<file path="src/rtl/ram_pkg.sv">
`default_nettype none
// +------------------------------------------------------------------+
// | ram_pkg : shared sizes and helpers for the result RAM            |
// | Rev 1.0 : initial release                                        |
// +------------------------------------------------------------------+
package ram_pkg;

  localparam int DATA_W     = 32;
  localparam int ADDR_W     = 4;
  localparam int BANK_WORDS = 8;
  localparam int ARIT_BASE  = 8;
  localparam int LOGIC_BASE = 0;
  localparam int IDX_W      = 3;
  localparam int CNT_W      = 4;

  typedef enum logic {
    BANK_LOGIC = 1'b0,
    BANK_ARIT  = 1'b1
  } bank_e;

  function automatic logic [CNT_W-1:0] popcnt(input logic [BANK_WORDS-1:0] v);
    logic [CNT_W-1:0] c;
    c = '0;
    for (int i = 0; i < BANK_WORDS; i++) begin
      c = c + CNT_W'(v[i]);
    end
    return c;
  endfunction

endpackage
`default_nettype wire

</file>
<file path="src/rtl/bank_tracker.sv">
`default_nettype none
// +------------------------------------------------------------------+
// | bank_tracker : valid bits, occupancy count and status of a bank  |
// | Rev 1.0 : initial release                                        |
// +------------------------------------------------------------------+
module bank_tracker
  import ram_pkg::*;
(
  input  logic                  clk,
  input  logic                  rst,
  input  logic                  i_set_en,
  input  logic [IDX_W-1:0]      i_set_idx,
  input  logic                  i_clr_en,
  input  logic [IDX_W-1:0]      i_clr_idx,
  output logic [BANK_WORDS-1:0] o_valid,
  output logic [CNT_W-1:0]      o_cnt,
  output logic                  o_full,
  output logic                  o_empty
);

  logic [BANK_WORDS-1:0] r_valid;
  logic [CNT_W-1:0]      r_cnt;
  logic                  r_full;
  logic                  r_empty;

  logic [BANK_WORDS-1:0] w_set_mask;
  logic [BANK_WORDS-1:0] w_clr_mask;
  logic [BANK_WORDS-1:0] w_valid_nxt;
  logic [CNT_W-1:0]      w_cnt_nxt;

  // Clear dominates so a same-word write+read leaves the word consumed.
  always_comb begin
    w_set_mask  = i_set_en ? (BANK_WORDS'(1) << i_set_idx) : '0;
    w_clr_mask  = i_clr_en ? (BANK_WORDS'(1) << i_clr_idx) : '0;
    w_valid_nxt = (r_valid | w_set_mask) & ~w_clr_mask;
    w_cnt_nxt   = popcnt(w_valid_nxt);
  end

  // Count and flags derive from the next valid vector, so all three stay coherent.
  always_ff @(posedge clk) begin
    if (rst) begin
      r_valid <= '0;
      r_cnt   <= '0;
      r_full  <= 1'b0;
      r_empty <= 1'b1;
    end else begin
      r_valid <= w_valid_nxt;
      r_cnt   <= w_cnt_nxt;
      r_full  <= (w_cnt_nxt == CNT_W'(BANK_WORDS));
      r_empty <= (w_cnt_nxt == '0);
    end
  end

  assign o_valid = r_valid;
  assign o_cnt   = r_cnt;
  assign o_full  = r_full;
  assign o_empty = r_empty;

endmodule
`default_nettype wire

</file>
<file path="src/rtl/result_ram.sv">
`default_nettype none
// +------------------------------------------------------------------+
// | result_ram : two-bank consume-on-read result store with status   |
// | Rev 1.0 : initial release                                        |
// +------------------------------------------------------------------+
module result_ram #(
  parameter int DATA_W = ram_pkg::DATA_W,
  parameter int ADDR_W = ram_pkg::ADDR_W
) (
  input  logic              clk,
  input  logic              rst,
  input  logic              w_en,
  input  logic [ADDR_W-1:0] addr_w,
  input  logic [DATA_W-1:0] d_in,
  input  logic              r_en,
  input  logic [ADDR_W-1:0] addr_r,
  output logic [DATA_W-1:0] d_out,
  output logic              d_valid,
  output logic              w_ack,
  output logic [3:0]        cnt_arit,
  output logic [3:0]        cnt_logic,
  output logic              full_arit,
  output logic              full_logic,
  output logic              empty_arit,
  output logic              empty_logic,
  output logic              ovr_err,
  output logic              udr_err
);

  localparam int c_WORDS = 2 ** ADDR_W;
  localparam int c_BW    = ram_pkg::BANK_WORDS;
  localparam int c_IW    = ram_pkg::IDX_W;

  logic [DATA_W-1:0] r_mem [c_WORDS];
  logic [DATA_W-1:0] r_d_out;
  logic              r_d_valid;
  logic              r_w_ack;
  logic              r_ovr;
  logic              r_udr;

  logic [c_BW-1:0]   w_valid_logic;
  logic [c_BW-1:0]   w_valid_arit;
  logic              w_wr_bank;
  logic              w_rd_bank;
  logic [c_IW-1:0]   w_wr_idx;
  logic [c_IW-1:0]   w_rd_idx;
  logic              w_wr_valid;
  logic              w_rd_valid;
  logic              w_same;
  logic              w_consume;

  always_comb begin
    w_wr_bank  = addr_w[c_IW];
    w_rd_bank  = addr_r[c_IW];
    w_wr_idx   = addr_w[c_IW-1:0];
    w_rd_idx   = addr_r[c_IW-1:0];
    w_wr_valid = (w_wr_bank == ram_pkg::BANK_ARIT) ? w_valid_arit[w_wr_idx]
                                                   : w_valid_logic[w_wr_idx];
    w_rd_valid = (w_rd_bank == ram_pkg::BANK_ARIT) ? w_valid_arit[w_rd_idx]
                                                   : w_valid_logic[w_rd_idx];
    w_same     = w_en && r_en && (addr_w == addr_r);
    w_consume  = r_en && (w_rd_valid || w_same);
  end

  bank_tracker u_logic (
    .clk       (clk),
    .rst       (rst),
    .i_set_en  (w_en && (w_wr_bank == ram_pkg::BANK_LOGIC)),
    .i_set_idx (w_wr_idx),
    .i_clr_en  (w_consume && (w_rd_bank == ram_pkg::BANK_LOGIC)),
    .i_clr_idx (w_rd_idx),
    .o_valid   (w_valid_logic),
    .o_cnt     (cnt_logic),
    .o_full    (full_logic),
    .o_empty   (empty_logic)
  );

  bank_tracker u_arit (
    .clk       (clk),
    .rst       (rst),
    .i_set_en  (w_en && (w_wr_bank == ram_pkg::BANK_ARIT)),
    .i_set_idx (w_wr_idx),
    .i_clr_en  (w_consume && (w_rd_bank == ram_pkg::BANK_ARIT)),
    .i_clr_idx (w_rd_idx),
    .o_valid   (w_valid_arit),
    .o_cnt     (cnt_arit),
    .o_full    (full_arit),
    .o_empty   (empty_arit)
  );

  always_ff @(posedge clk) begin
    if (w_en && !rst) begin
      r_mem[addr_w] <= d_in;
    end
  end

  always_ff @(posedge clk) begin
    if (rst) begin
      r_d_out   <= '0;
      r_d_valid <= 1'b0;
      r_w_ack   <= 1'b0;
      r_ovr     <= 1'b0;
      r_udr     <= 1'b0;
    end else begin
      r_w_ack   <= w_en;
      r_d_valid <= 1'b0;
      if (w_en && w_wr_valid && !w_same) begin
        r_ovr <= 1'b1;
      end
      if (r_en) begin
        if (w_same) begin
          r_d_out   <= d_in;
          r_d_valid <= 1'b1;
        end else if (w_rd_valid) begin
          r_d_out   <= r_mem[addr_r];
          r_d_valid <= 1'b1;
        end else begin
          r_d_out <= '0;
          r_udr   <= 1'b1;
        end
      end
    end
  end

  // Pulses already registered when rst rises are suppressed immediately.
  assign w_ack   = r_w_ack & ~rst;
  assign d_valid = r_d_valid & ~rst;
  assign d_out   = r_d_out;
  assign ovr_err = r_ovr;
  assign udr_err = r_udr;

endmodule
`default_nettype wire

</file>
<file path="config.mk">
export PLATFORM = sky130hd
export DESIGN_NAME = result_ram
export DESIGN_NICKNAME = d
export VERILOG_FILES = /design/src/rtl/ram_pkg.sv /design/src/rtl/bank_tracker.sv /design/src/rtl/result_ram.sv
export SDC_FILE = /design/constraint.sdc
export NUM_CORES = 1
export LEC_CHECK = 0
export ABC_AREA = 0
export BUFFER_PORTS_ARGS = -buffer_cell sky130_fd_sc_hd__clkbuf_2
export CELL_PAD_IN_SITES_DETAIL_PLACEMENT = 0
export CELL_PAD_IN_SITES_GLOBAL_PLACEMENT = 1
export CORE_MARGIN = 2
export CORE_UTILIZATION = 53
export DETAILED_ROUTE_END_ITERATION = 10
export PLACE_DENSITY_LB_ADDON = 0.1
export SYNTH_ARGS = -nofsm -noshare
export SYNTH_HDL_FRONTEND = slang
export SYNTH_SLANG_ARGS = --single-unit
export TNS_END_PERCENT = 50
</file>
<file path="constraint.sdc">
create_clock -name clk -period 7.2 [get_ports clk]
set_clock_uncertainty 0.2 [all_clocks]
set_input_delay 1.08 -clock clk [delete_from_list [all_inputs] [get_ports clk]]
set_output_delay 1.08 -clock clk [all_outputs]
set_load 0.02 [all_outputs]
</file>
After elaboration in Yosys (flattened, before gate mapping)
Memories as Yosys holds them, arrays and structs flattened.
Index checks and enable logic that the tools add are counted.
{"block": "op_classes", "n_addsub": 14, "n_mul": 0, "div_mod_pow": 0, "magnitude_cmp": 2, "n_eq_ne": 3, "shift": 2, "mux": 20, "bitwise_logic": 14, "reduce_logical": 17}
{"operator": "two-way mux 32 bit", "count": 2}
{"operator": "adder 4 x 1 -> 4 bit", "count": 12}
{"operator": "two-way mux 8 bit", "count": 4}
{"operator": "AND 8 bit", "count": 2}
{"operator": "inverter 8 bit", "count": 2}
{"operator": "OR 8 bit", "count": 2}
{"operator": "<< shifter 1 x 3 -> 8 bit, first input constant", "count": 2}
{"operator": "binary-select mux 1 bit (select 3 bit)", "count": 4}
{"operator": "logical AND 1 bit", "count": 10}
{"operator": "two-way mux 1 bit", "count": 10}
{"operator": "== test 4 bit, second input constant", "count": 2}
{"operator": "zero test 4 bit", "count": 2}
{"operator": "less-than comparator 3 x 4 -> 1 bit, second input constant", "count": 2}
{"operator": "inverter 1 bit", "count": 6}
{"operator": "adder 1 x 1 -> 2 bit", "count": 2}
{"operator": "== test 4 bit", "count": 1}
{"operator": "AND reduction 3 bit", "count": 1}
{"operator": "AND 1 bit", "count": 2}
{"operator": "zero test 1 bit", "count": 2}
{"operator": "OR reduction 2 bit", "count": 1}
{"operator": "logical OR 1 bit", "count": 1}
{"block": "totals", "regBits": 64, "latch_bits": 0, "mem_bits_rw": 512, "mem_bits_ro": 0, "in_bits": 44, "elab_cells": 86, "memories": 1}
{"memory": "r_mem", "depth": 16, "word_bits": 32, "rd": 1, "rd_clocked_by_memory_dff": 0, "wr": 1, "line": "result_ram.sv:34", "text": "logic [DATA_W-1:0] r_mem [c_WORDS];"}

Depth between registers and ports, before layout
{"block": "depth", "depth_word": 17, "mapped_depth": 19, "ltp_nobuf": 15}

Cells and area by module
A second synthesis with hierarchy kept.
{"block": "unflattened", "hier_cells": 1108, "area_unflattened_um2": 22972.0}
{"mod": "result_ram", "instances": 1, "cells_each": 958, "area_per_inst_um2": 21513.1, "seq_area_each_um2": 16095.4}
{"mod": "bank_tracker", "instances": 2, "cells_each": 75, "area_per_inst_um2": 729.4, "seq_area_each_um2": 280.3}

Least setup slack after synthesis
OpenSTA, ideal clock, no wires.
{"block": "synth_timing", "path_kind": "input port to flip-flop", "startpoint": "input addr_r[2]", "endpoint": "register u_logic.r_empty (netlist: u_logic.o_empty)", "arrival_ns": 5.232, "required_ns": 6.885, "path_slack_ns": 1.653, "cell_stages": 18, "path_buffers": 4, "cell_sequence": "buf_2 inv_1 buf_2 o221ai_1 or3_1 clkbuf_1 buf_6 a21oi_1 a21oi_1 ha_1 inv_1 fa_1 fa_1 fa_1 fa_1 xor2_1 and3_1 o21a_1"}
{"block": "synth_between", "elab_chain_len": 17}
{"item": "start, declared", "line": "result_ram.sv:16", "text": "input logic [ADDR_W-1:0] addr_r,"}
{"item": "binary-select mux 1 bit (select 3 bit) (on tied branches)", "line": "result_ram.sv:60, result_ram.sv:59"}
{"item": "two-way mux 1 bit (on tied branches)", "line": "result_ram.sv:60, result_ram.sv:59"}
{"item": "two-way mux 1 bit", "line": "result_ram.sv:59", "text": "w_rd_valid = (w_rd_bank == ram_pkg::BANK_ARIT) ? w_valid_arit[w_rd_idx]"}
{"item": "logical OR 1 bit", "line": "result_ram.sv:62", "text": "w_consume = r_en && (w_rd_valid || w_same);"}
{"item": "logical AND 1 bit", "line": "result_ram.sv:62"}
{"item": "logical AND 1 bit", "line": "result_ram.sv:70", "text": ".i_clr_en (w_consume && (w_rd_bank == ram_pkg::BANK_LOGIC)),"}
{"item": "two-way mux 8 bit *", "line": "bank_tracker.sv:34", "text": "w_clr_mask = i_clr_en ? (BANK_WORDS'(1) << i_clr_idx) : '0;"}
{"item": "inverter 8 bit *", "line": "bank_tracker.sv:35", "text": "w_valid_nxt = (r_valid | w_set_mask) & ~w_clr_mask;"}
{"item": "AND 8 bit *", "line": "bank_tracker.sv:35"}
{"item": "net u_logic.w_valid_nxt[1]", "line": "bank_tracker.sv:28", "text": "logic [BANK_WORDS-1:0] w_valid_nxt;"}
{"item": "adder 1 x 1 -> 2 bit *", "line": "ram_pkg.sv:25", "text": "c = c + CNT_W'(v[i]);"}
{"item": "adder 4 x 1 -> 4 bit * (6 in a row)", "line": "ram_pkg.sv:25"}
{"item": "zero test 4 bit *", "line": "bank_tracker.sv:50", "text": "r_empty <= (w_cnt_nxt == '0);"}
{"item": "end signal, assigned", "line": "bank_tracker.sv:50"}
{"item": "end, declared", "line": "bank_tracker.sv:24", "text": "logic r_empty;"}
The timed path passes the listed nets; every way through them passes the cells marked *. The select of a mux whose other input is x is not followed.
A chain may end at the register's enable or synchronous reset.

Final worst setup path
{"block": "layout_timing", "startpoint": "input addr_r[0]", "endpoint": "register u_logic.r_empty (netlist: u_logic.o_empty)"}
{"block": "layout_between", "elab_chain_len": 17}
{"item": "binary-select mux 1 bit (select 3 bit) (on tied branches)", "line": "result_ram.sv:60, result_ram.sv:59"}
{"item": "two-way mux 1 bit (on tied branches)", "line": "result_ram.sv:60, result_ram.sv:59"}
{"item": "two-way mux 1 bit", "line": "result_ram.sv:59"}
{"item": "logical OR 1 bit", "line": "result_ram.sv:62"}
{"item": "logical AND 1 bit", "line": "result_ram.sv:62"}
{"item": "logical AND 1 bit", "line": "result_ram.sv:70"}
{"item": "two-way mux 8 bit *", "line": "bank_tracker.sv:34"}
{"item": "inverter 8 bit *", "line": "bank_tracker.sv:35"}
{"item": "AND 8 bit *", "line": "bank_tracker.sv:35"}
{"item": "adder 1 x 1 -> 2 bit", "line": "ram_pkg.sv:25"}
{"item": "adder 4 x 1 -> 4 bit (5 in a row)", "line": "ram_pkg.sv:25"}
{"item": "adder 4 x 1 -> 4 bit *", "line": "ram_pkg.sv:25"}
{"item": "zero test 4 bit *", "line": "bank_tracker.sv:50"}
Every way passes the cells marked *; elsewhere a longest branch is shown, timed or not. The select of a mux whose other input is x is not followed.

==> impl_metrics.tcl <==
set metrics [dict create \
    hpwl_um 28930 \
    top_layer "met4" \
    die_h_um 211.4 \
    ant_nets 0 \
    finish.utilization 0.6101 \
    grt_overflow 0 \
    track_usage 0.2495 \
    route.met2.wl_um 25420 \
    clk_latency_ps 620 \
    tightest_slew_ps 1020 \
    report.final.setup_viol 0 \
    p_total_mw 7.001 \
    seq_area_um2 16660 \
    grt_pass1_wl_um 80110 \
    avgSynthCellArea_um2 18.93 \
    endpoint_kind "flop" \
    p_comb_frac 0.055 \
    ys_seq_elements 576 \
    cts_resized 0 \
    finalSetupTns_ps 0 \
    leakage_nw 8.481 \
    drt-met1-wl_um 23550 \
    cp.required_ps 7500 \
    intPower_mw 5.507 \
    drc 0 \
    root_buffer "clkbuf_16" \
    ys.flop_type "edfxtp_1" \
    pre_cts_ws_ps 897.1 \
    layout_min_cycle_time_ps 5658 \
    syn_inst 1204 \
    worst-path-max-fanout 57 \
    dp.cells 1792 \
    cap_violations 0 \
    layout_setup_ws_ps 1542 \
    final_common_cell "edfxtp_1" \
    final_cell_mix "edfxtp_1 (512), mux4_2 (130), clkbuf_2 (89)" \
    drive_gt1_frac 0.2704 \
    fillerInstances 3073 \
    start_kind "input pin" \
    min_period_over_period 0.7859 \
    clkSinkCount 576 \
    dr.pass1.iters 7 \
    p_sw_frac 0.2134 \
    die_w_um 211.4 \
    vias 12150 \
    multi_input_area_um2 5801 \
    numCtsBuffers 57 \
    cts.hold.buffers_added 0 \
    syn_nets 1262 \
    core_area_um2 42230 \
    wl_per_cell_um 28.27 \
    hold_viol_final 0 \
    clock_path_buffers 3 \
    critPathArrivalTime_ps 5950 \
    async_flop_share 0 \
    vias_per_cell 6.390 \
    layout.nets 1370 \
    start_util 0.5397 \
    yosysWarningCount 0 \
    fmax_mhz 176.7 \
    instances_no_fill 1902 \
    io_buffers 91 \
    placementRows 75 \
    synth_edf_count 512 \
    grt_pass1_vias 12240 \
    wl_met3_um 3757 \
    path_class "input pin to flop" \
    post_cts_buffers 0 \
    io_pins 92 \
    grt_max_degree 65 \
    ir_drop_mv 0.1938 \
    clkSlewWorstSetupHoldPaths_ps 60 \
    rsz0062_at_grt "false" \
    wl_um 53760 \
    p_sw_mw 1.494 \
    syn_to_final_growth_pct 13.04 \
    p_per_area_nw_per_um2 271.7 \
    htreeDepth 2 \
    hold_class "flop to flop" \
    ys_types 54 \
    cts_tree "built" \
    dr.first_iter.drc_count 1220 \
    status "completed" \
    antenna_found_initial 2 \
    dieArea_um2 44680 \
    seqPwrFrac 0.529 \
    pwr-share-clk 0.416 \
    slew_headroom 0.3203 \
    gp_congestion 0.8742 \
    synth.cell_area_um2 22790 \
    drv_slew 0 \
    synth_seq_area_share 0.7308 \
]
-- power by group through the flow --
stage          Sequential (mW)  Clock, mW  Combinational [mW]
3_5_place_dp              3.77          0               0.388
3_3_place_gp              3.77          0               0.384
6_report                  3.70       2.91               0.386
4_1_cts                   3.70       2.96               0.389
5_1_grt                   3.71       3.09               0.420
2_1_floorplan             3.79          0               0.230
-- per-stage QoR --
| stage | hold slack [ps] | area (um^2) |
|---|---|---|
| 2_1_floorplan | 331.4 | 22790 |
| 3_3_place_gp | 263.2 | 23930 |
| 3_5_place_dp | 270.3 | 23930 |
| 4_1_cts | 273.6 | 25760 |
| 5_1_grt | 302.4 | 25760 |
| 6_report | 273.4 | 25760 |
-- Yosys cell counts (all sizes together), types with 3 or more instances --
library cell  instances  area, um^2
edfxtp              512       15370
mux4                130        2928
dfxtp                64        1281
nor2                 60       225.2
nand2                44       165.2
buf                  42       257.8
mux2i                40       404.1
o21ai                39       206.5
clkbuf               35       131.4
nand3                28       140.1
a22oi                26       200.2
a311oi               25       219.0
a21oi                15       75.07
inv                  15       56.30
nor2b                12       75.07
nor3                 11       66.32
fa                    8       160.2
o221ai                8       70.07
a21o                  7       52.55
a22o                  7       61.31
o211a                 7       70.07
ha                    6       75.07
o211ai                6       45.04
a211oi                5       37.54
and3                  5       31.28
a2111o                4       45.04
a31oi                 4       25.02
nand2b                4       25.02
nand3b                4       30.03
mux2                  3       33.78
o21a                  3       23.77
o221a                 3       33.78
o22ai                 3       18.77
o2bb2ai               3       26.28
xor2                  3       26.28
-- final cells by class --
cell class,instances,area share
diodes,2,0.0001943
repair buffers,126,0.02851
clock buffers,79,0.05978
flip-flops and latches,576,0.6465
inverters,16,0.002331
multi-input cells,535,0.2251
well taps,539,0.02618
clock inverters,29,0.01136
-- final timing paths --
kind                           endpoint  slack [ps]  depth (start not counted)                           from
max          u_logic.o_empty$_SDFF_PP1_        1540                         13                      addr_r[0]
min              d_out[19]$_SDFFE_PP0P_         270                          2         d_out[19]$_SDFFE_PP0P_
max reg2reg  u_logic.o_empty$_SDFF_PP1_        2310                         12  u_logic.o_valid[7]$_SDFF_PP0_
min reg2reg      d_out[19]$_SDFFE_PP0P_         270                          2         d_out[19]$_SDFFE_PP0P_
-- sequential cells by signal (all words and copies together) (netlist names), 4 cells and up --
| signal | flops |
|---|---|
| r_mem | 512 |
| u_arit.o_valid | 8 |
| u_logic.o_valid | 8 |
| d_out | 32 |
| u_arit.o_cnt | 4 |
| u_logic.o_cnt | 4 |
-- routing by layer --
metal | GRT usage | vias up
met5 | 0 | -
met4 | 0.06969 | 0
met3 | 0.03605 | 63
met1 | 0.3760 | 6454
li1 | - | 5150
met2 | 0.3865 | 487
-- critical path, stage by stage --
cell	delay (ps)
buf_8	490
mux4_2	600
mux2i_2	440
o21ai_2	310
o21ai_2	430
o21ai_0	200
fa_1	550
fa_1	430
fa_1	430
fa_1	450
xor2_1	180
and3_1	190
o21a_1	160
-- cells by family after synthesis --
family,count (synthesis),share of synthesized area
AOI/OAI and AO/OA,170,0.05512
xor gates and xnor gates,3,0.001153
adders and majority gates,14,0.01032
buffers and inverters,93,0.01971
DFF,576,0.7308
muxes,173,0.1477
and+or+nand+nor,175,0.03524
Power figures use the tool's default switching activity.
